[src/rtl/tdc_meas_ctrl.sv]
// rtl/tdc_meas_ctrl.sv - single-hit TDC measurement sequencer
// Arms the filters, counts coarse cycles between start and stop, captures fine bins and buffers the interval.
module tdc_meas_ctrl #(
  parameter int BIN_W        = 5,
  parameter int CNT_W        = 4,
  parameter int TAPS_PER_CLK = 32,
  parameter int PIPE_LAT     = 2
) (
  input  logic                     clk,
  input  logic                     reset,
  input  logic                     arm,
  input  logic                     abort,
  input  logic                     start_valid,
  input  logic                     stop_valid,
  input  logic [BIN_W-1:0]         bin_start,
  input  logic [BIN_W-1:0]         bin_stop,
  output logic                     filt_enable,
  output logic                     busy,
  output logic [CNT_W+BIN_W-1:0]   result,
  output logic                     ovf,
  output logic                     bin_err,
  output logic                     result_valid,
  input  logic                     result_ready
);

  localparam int RES_W  = CNT_W + BIN_W;
  localparam int CALC_W = RES_W + 1;
  localparam logic [BIN_W:0] TAPS_LIM = (BIN_W+1)'(TAPS_PER_CLK);

  typedef enum logic [2:0] {
    S_IDLE, S_ARMED, S_RUN, S_WAIT_FINE, S_CALC, S_OUT
  } state_t;

  state_t state, state_nxt;

  logic [CNT_W-1:0]    coarse;
  logic [PIPE_LAT-1:0] start_sr, stop_sr;
  logic                start_flag, stop_flag, ovf_pend;
  logic [BIN_W-1:0]    start_bin, stop_bin;
  logic                launch_start, launch_stop, timeout;
  logic [CALC_W-1:0]   diff;
  logic                diff_neg, bins_bad;

  always_ff @(posedge clk or negedge reset) begin
    if (!reset) state <= S_IDLE;
    else        state <= state_nxt;
  end

  always_comb begin
    state_nxt    = state;
    launch_start = 1'b0;
    launch_stop  = 1'b0;
    timeout      = 1'b0;
    case (state)
      S_IDLE:  if (arm) state_nxt = S_ARMED;
      S_ARMED: if (start_valid) begin
        launch_start = 1'b1;
        state_nxt    = S_RUN;
      end
      S_RUN: begin
        if (stop_valid) begin
          launch_stop = 1'b1;
          state_nxt   = S_WAIT_FINE;
        end else if (&coarse) begin
          // a timeout never gets a stop bin, so only the start bin is awaited
          timeout   = 1'b1;
          state_nxt = start_flag ? S_CALC : S_WAIT_FINE;
        end
      end
      S_WAIT_FINE: if (start_flag && (ovf_pend || stop_flag)) state_nxt = S_CALC;
      S_CALC:  state_nxt = S_OUT;
      S_OUT:   if (result_ready) state_nxt = S_IDLE;
      default: state_nxt = S_IDLE;
    endcase
    if (abort) begin
      state_nxt    = S_IDLE;
      launch_start = 1'b0;
      launch_stop  = 1'b0;
      timeout      = 1'b0;
    end
  end

  // Sign bit of the extra MSB marks a negative interval (stop bin beyond start bin + coarse).
  assign diff     = CALC_W'(coarse) * CALC_W'(TAPS_PER_CLK) + CALC_W'(start_bin) - CALC_W'(stop_bin);
  assign diff_neg = diff[CALC_W-1];
  assign bins_bad = (start_flag && ({1'b0, start_bin} >= TAPS_LIM)) ||
                    (stop_flag  && ({1'b0, stop_bin}  >= TAPS_LIM));

  always_ff @(posedge clk or negedge reset) begin
    if (!reset) begin
      coarse     <= '0;
      start_sr   <= '0;
      stop_sr    <= '0;
      start_flag <= 1'b0;
      stop_flag  <= 1'b0;
      ovf_pend   <= 1'b0;
      start_bin  <= '0;
      stop_bin   <= '0;
      result     <= '0;
      ovf        <= 1'b0;
      bin_err    <= 1'b0;
    end else if (abort) begin
      coarse     <= '0;
      start_sr   <= '0;
      stop_sr    <= '0;
      start_flag <= 1'b0;
      stop_flag  <= 1'b0;
      ovf_pend   <= 1'b0;
      start_bin  <= '0;
      stop_bin   <= '0;
      result     <= '0;
      ovf        <= 1'b0;
      bin_err    <= 1'b0;
    end else begin
      start_sr <= (start_sr << 1) | PIPE_LAT'(launch_start);
      stop_sr  <= (stop_sr << 1)  | PIPE_LAT'(launch_stop);
      if (start_sr[PIPE_LAT-1]) begin
        start_bin  <= bin_start;
        start_flag <= 1'b1;
      end
      if (stop_sr[PIPE_LAT-1]) begin
        stop_bin  <= bin_stop;
        stop_flag <= 1'b1;
      end
      case (state)
        S_IDLE: begin
          start_flag <= 1'b0;
          stop_flag  <= 1'b0;
          ovf_pend   <= 1'b0;
        end
        S_ARMED: if (launch_start) coarse <= CNT_W'(1);
        S_RUN: begin
          if (timeout)           ovf_pend <= 1'b1;
          else if (!launch_stop) coarse   <= coarse + CNT_W'(1);
        end
        S_CALC: begin
          if (ovf_pend) begin
            result  <= '1;
            ovf     <= 1'b1;
            bin_err <= bins_bad;
          end else begin
            result  <= diff_neg ? '0 : diff[RES_W-1:0];
            ovf     <= 1'b0;
            bin_err <= diff_neg | bins_bad;
          end
        end
        default: ;
      endcase
    end
  end

  assign filt_enable  = (state == S_ARMED) || (state == S_RUN);
  assign busy         = (state != S_IDLE);
  assign result_valid = (state == S_OUT);

endmodule
[config.mk]
export PLATFORM = sky130hd
export DESIGN_NAME = tdc_meas_ctrl
export DESIGN_NICKNAME = d
export VERILOG_FILES = /design/src/rtl/tdc_meas_ctrl.sv
export SDC_FILE = /design/constraint.sdc
export NUM_CORES = 1
export LEC_CHECK = 0
export CORE_MARGIN = 10
export CORE_UTILIZATION = 35
export CTS_BUF_LIST = sky130_fd_sc_hd__clkbuf_8
export DETAILED_ROUTE_END_ITERATION = 7
export PLACE_DENSITY = 0.59
export SETUP_SLACK_MARGIN = 0.5
export SYNTH_ARGS = -nofsm -noshare
export SYNTH_HDL_FRONTEND = slang
export SYNTH_SLANG_ARGS = --single-unit
[constraint.sdc]
create_clock -name clk -period 3.6 [get_ports clk]
set_input_delay 0.36 -clock clk [delete_from_list [all_inputs] [get_ports clk]]
set_output_delay 0.36 -clock clk [all_outputs]
set_load 0.005 [all_outputs]
==> results.md <==
- Most used cell along the critical path: inv_1
- Post-CTS sizing: 0
- Vias in the first global route: ~1,500
- Final period util: 61.2%
- Required time worst endpoint: 3.76 ns
- Core Rows: 26
- Max Buffers Root-to-Sink: 2
- Seq cells post-synth: 35
- Final wirelength: 4140 um
- Data arrival time of the critical path: 2.36 ns
- Synth area leaders: dfrtp_1, mux2i_1, ha_1
- Setup tns final: 0 ns
- CP max FO: 3
- Diode count: 0
- Area of the mapped netlist: just under 2000 sq um
- Routed Antenna Nets: 0
- Largest stage delay on the critical path: about 0.42 ns
- Ratio of cells with drive above 1 in the final layout: under 10%
- Static leakage power: 1.04 nW
- Highest clock rate: roughly 0.45 GHz
- Slowest library cell on the worst path: fa_1
- Post-CTS Setup Bufs: 0
- End of the critical path: result[8]
- Root Buffer: clkbuf_8
- R2R setup slack: between 1 and 1.5 ns
- Placer Congestion: between 0.7 and 0.8
- Gr usage total: around a tenth
- RSZ-0062 raised after global routing: false
- Initial antenna violation count: 0
- Fin. max-slew vios: 0
- Count leader, synth: dfrtp_1
- First-pass GRT wire length: roughly 7000 um
- EDFF count, synth: 0
- Clock Latency Late Sink: ~0.28 ns
- Slew of the pin with the lowest slew margin: 0.823 ns
- Layout Skew: roughly 0.0043 ns
- WS Path Type: reg -> reg
- Nets@finish: roughly 240
- Power per Cell Area: about 460 nW/um^2
- CTS tree: built
- First-pass DRT Iterations: 4
- Area growth syn-to-layout: 22.9%
- Fraction of registers with async set/reset: 100%
- Critical path depth in cells: 9
- Die Area: 8860 sq um
- DRT iter0 DRCs: slightly above 80
- Clock transition at the registers of the reported paths: 0.07 ns
- Synthesized area per cell: about 10 sq um
- Net count after synthesis: about 210
- Post-synthesis sequential area ratio: a little under half
- Via Count: about 1,500
- Status: finished, final reports clean
- Period minus WS final: around 2.2 ns
- Final HPWL from detailed placement: between 3000 and 4000 um
- Rel. slew slack: 45.0%
- Setup crit end kind: flop
- HP Class: reg -> reg
- Pin count of the biggest net entering global routing: 36
- Worst vdd ir: 0.291 mV
- Hold Buf Count CTS: 0
- Core Area: roughly 5200 sq um
- Ys Warns: 0
- Setup-failing EPs final: 0
- CP Launch Point: start_bin[0]
- Die Width: approximately 94 um
- Cells on worst reg2reg path: 9
- RR Endpoint: result[8]
- Startpoint types: flop
- Clk sink count: 35
- Post-synth top cells: dfrtp_1, nor2_1, inv_1
- Top cell type's share of synthesized area: a little under half
- Max-cap viol count: 0
- Final Hold Fails: 0
- Vias per cell: 5.13
- Cell-by-cell trace of the critical path: inv_1 > ha_1 > inv_1 > fa_1 > a211oi_1 > o21ai_1 > nor3_1 > xor2_1 > a221o_1
- Starting Density: a little under two fifths
- Num CTS Buffers: 5
- GR Overflow Total: 0
- H-Tree Depth: 2
- Synth Flop Type: dfrtp_1
- Crit-path leading delay family: compound AO/OA/AOI/OAI gates
- # port buffers: 30
- Synth area leader: dfrtp_1
- WP buf/inv: 2
- Final hold slack: between 0.4 and 0.5 ns
- Synth Instances: between 150 and 200
- Netlist cell types: 48
- Die Y-Extent: approximately 94 um
- Routed WL per cell: between 10 and 15 um
- IO Count: 31
- DRC Markers: 0
- Worst r2r src: start_bin[0]
-- per-layer routing --
metal | part of all wire (%) | up-vias | routed length (um) | global-route usage, %
met4 | 0.87 | 0 | 36 | 2.28
met5 | 0 | - | 0 | 0
met2 | 46 | 32 | 1910 | 16.0
met3 | 6.8 | 5 | 281 | 3.28
li1 | - | 719 | - | -
met1 | 46 | 707 | 1920 | 11.8
-- sequential cells by signal (all words and copies together) (netlist names) --
signal      cells
result          9
start_bin       5
stop_bin        5
coarse          4
state           3
start_sr        2
stop_sr         2
bin_err         1
ovf             1
ovf_pend        1
start_flag      1
stop_flag       1
-- cells by family after synthesis --
kind of cell               Yosys count  synth area share [%]
xor gates and xnor gates             6                  2.73
buffers and inverters               22                  4.75
muxes                               12                  6.31
DFF                                 35                  45.5
AOI/OAI and AO/OA                   45                  18.2
and+or+nand+nor                     57                  16.2
adders and majority gates            9                  6.25
-- power breakdown --
group,switching [mW],leakage (nW),internal (mW)
logic,0.168,0.508,0.167
clock network,0.132,0.0470,0.150
registers,0.0568,0.486,0.418
-- placed cells by master, fill, tap and decap left out, types with 5 or more instances in the layout --
master,instances
a21oi_1,5
a221o_1,8
clkbuf_8,6
clkdlybuf4s50_1,30
dfrtp_1,35
ha_1,8
inv_1,13
mux2i_1,11
nand3_1,5
nor2_1,20
nor3_1,5
o21ai_0,8
-- cell type report --
type / count / area (sq um)
Inverter: 13 / 48.8
Timing Repair Buffer: 31 / 308
Fill cell: 515 / 2840
Clock buffer: 6 / 82.6
Clock inverter: 1 / 5.00
Multi-Input combinational cell: 129 / 956
Sequential cell: 35 / 876
Tap cell: 70 / 87.6
-- stage by stage --
| stage | utilization (%) | cell area (sq um) | total power, mW | setup WS (ns) | cells |
|---|---|---|---|---|---|
| 3_5_place_dp | 43.7 | 2280 | 0.815 | 1.17 | 278 |
| 2_1_floorplan | - | 1920 | 0.705 | 1.59 | 186 |
| 6_report | 45.4 | 2360 | 1.09 | 1.40 | 285 |
| 4_1_cts | 45.4 | 2360 | 1.10 | 1.39 | 285 |
| 3_3_place_gp | 43.7 | 2280 | 0.818 | 1.25 | 278 |
| 5_1_grt | 45.4 | 2360 | 1.16 | 1.23 | 285 |
-- how the worst min path moves through the flow --
stage | from | to | slack [ns] | cells past startpoint
global route | stop_flag | stop_flag | 0.50 | 1
floorplan | reset | bin_err | 0.06 | 0
CTS | start_sr[0] | start_sr[1] | 0.47 | 1
finish | start_sr[0] | start_sr[1] | 0.46 | 1
detailed placement | start_sr[0] | start_sr[1] | 0.46 | 1
global placement | start_sr[0] | start_sr[1] | 0.46 | 1
(Power assumes the default switching activity.)
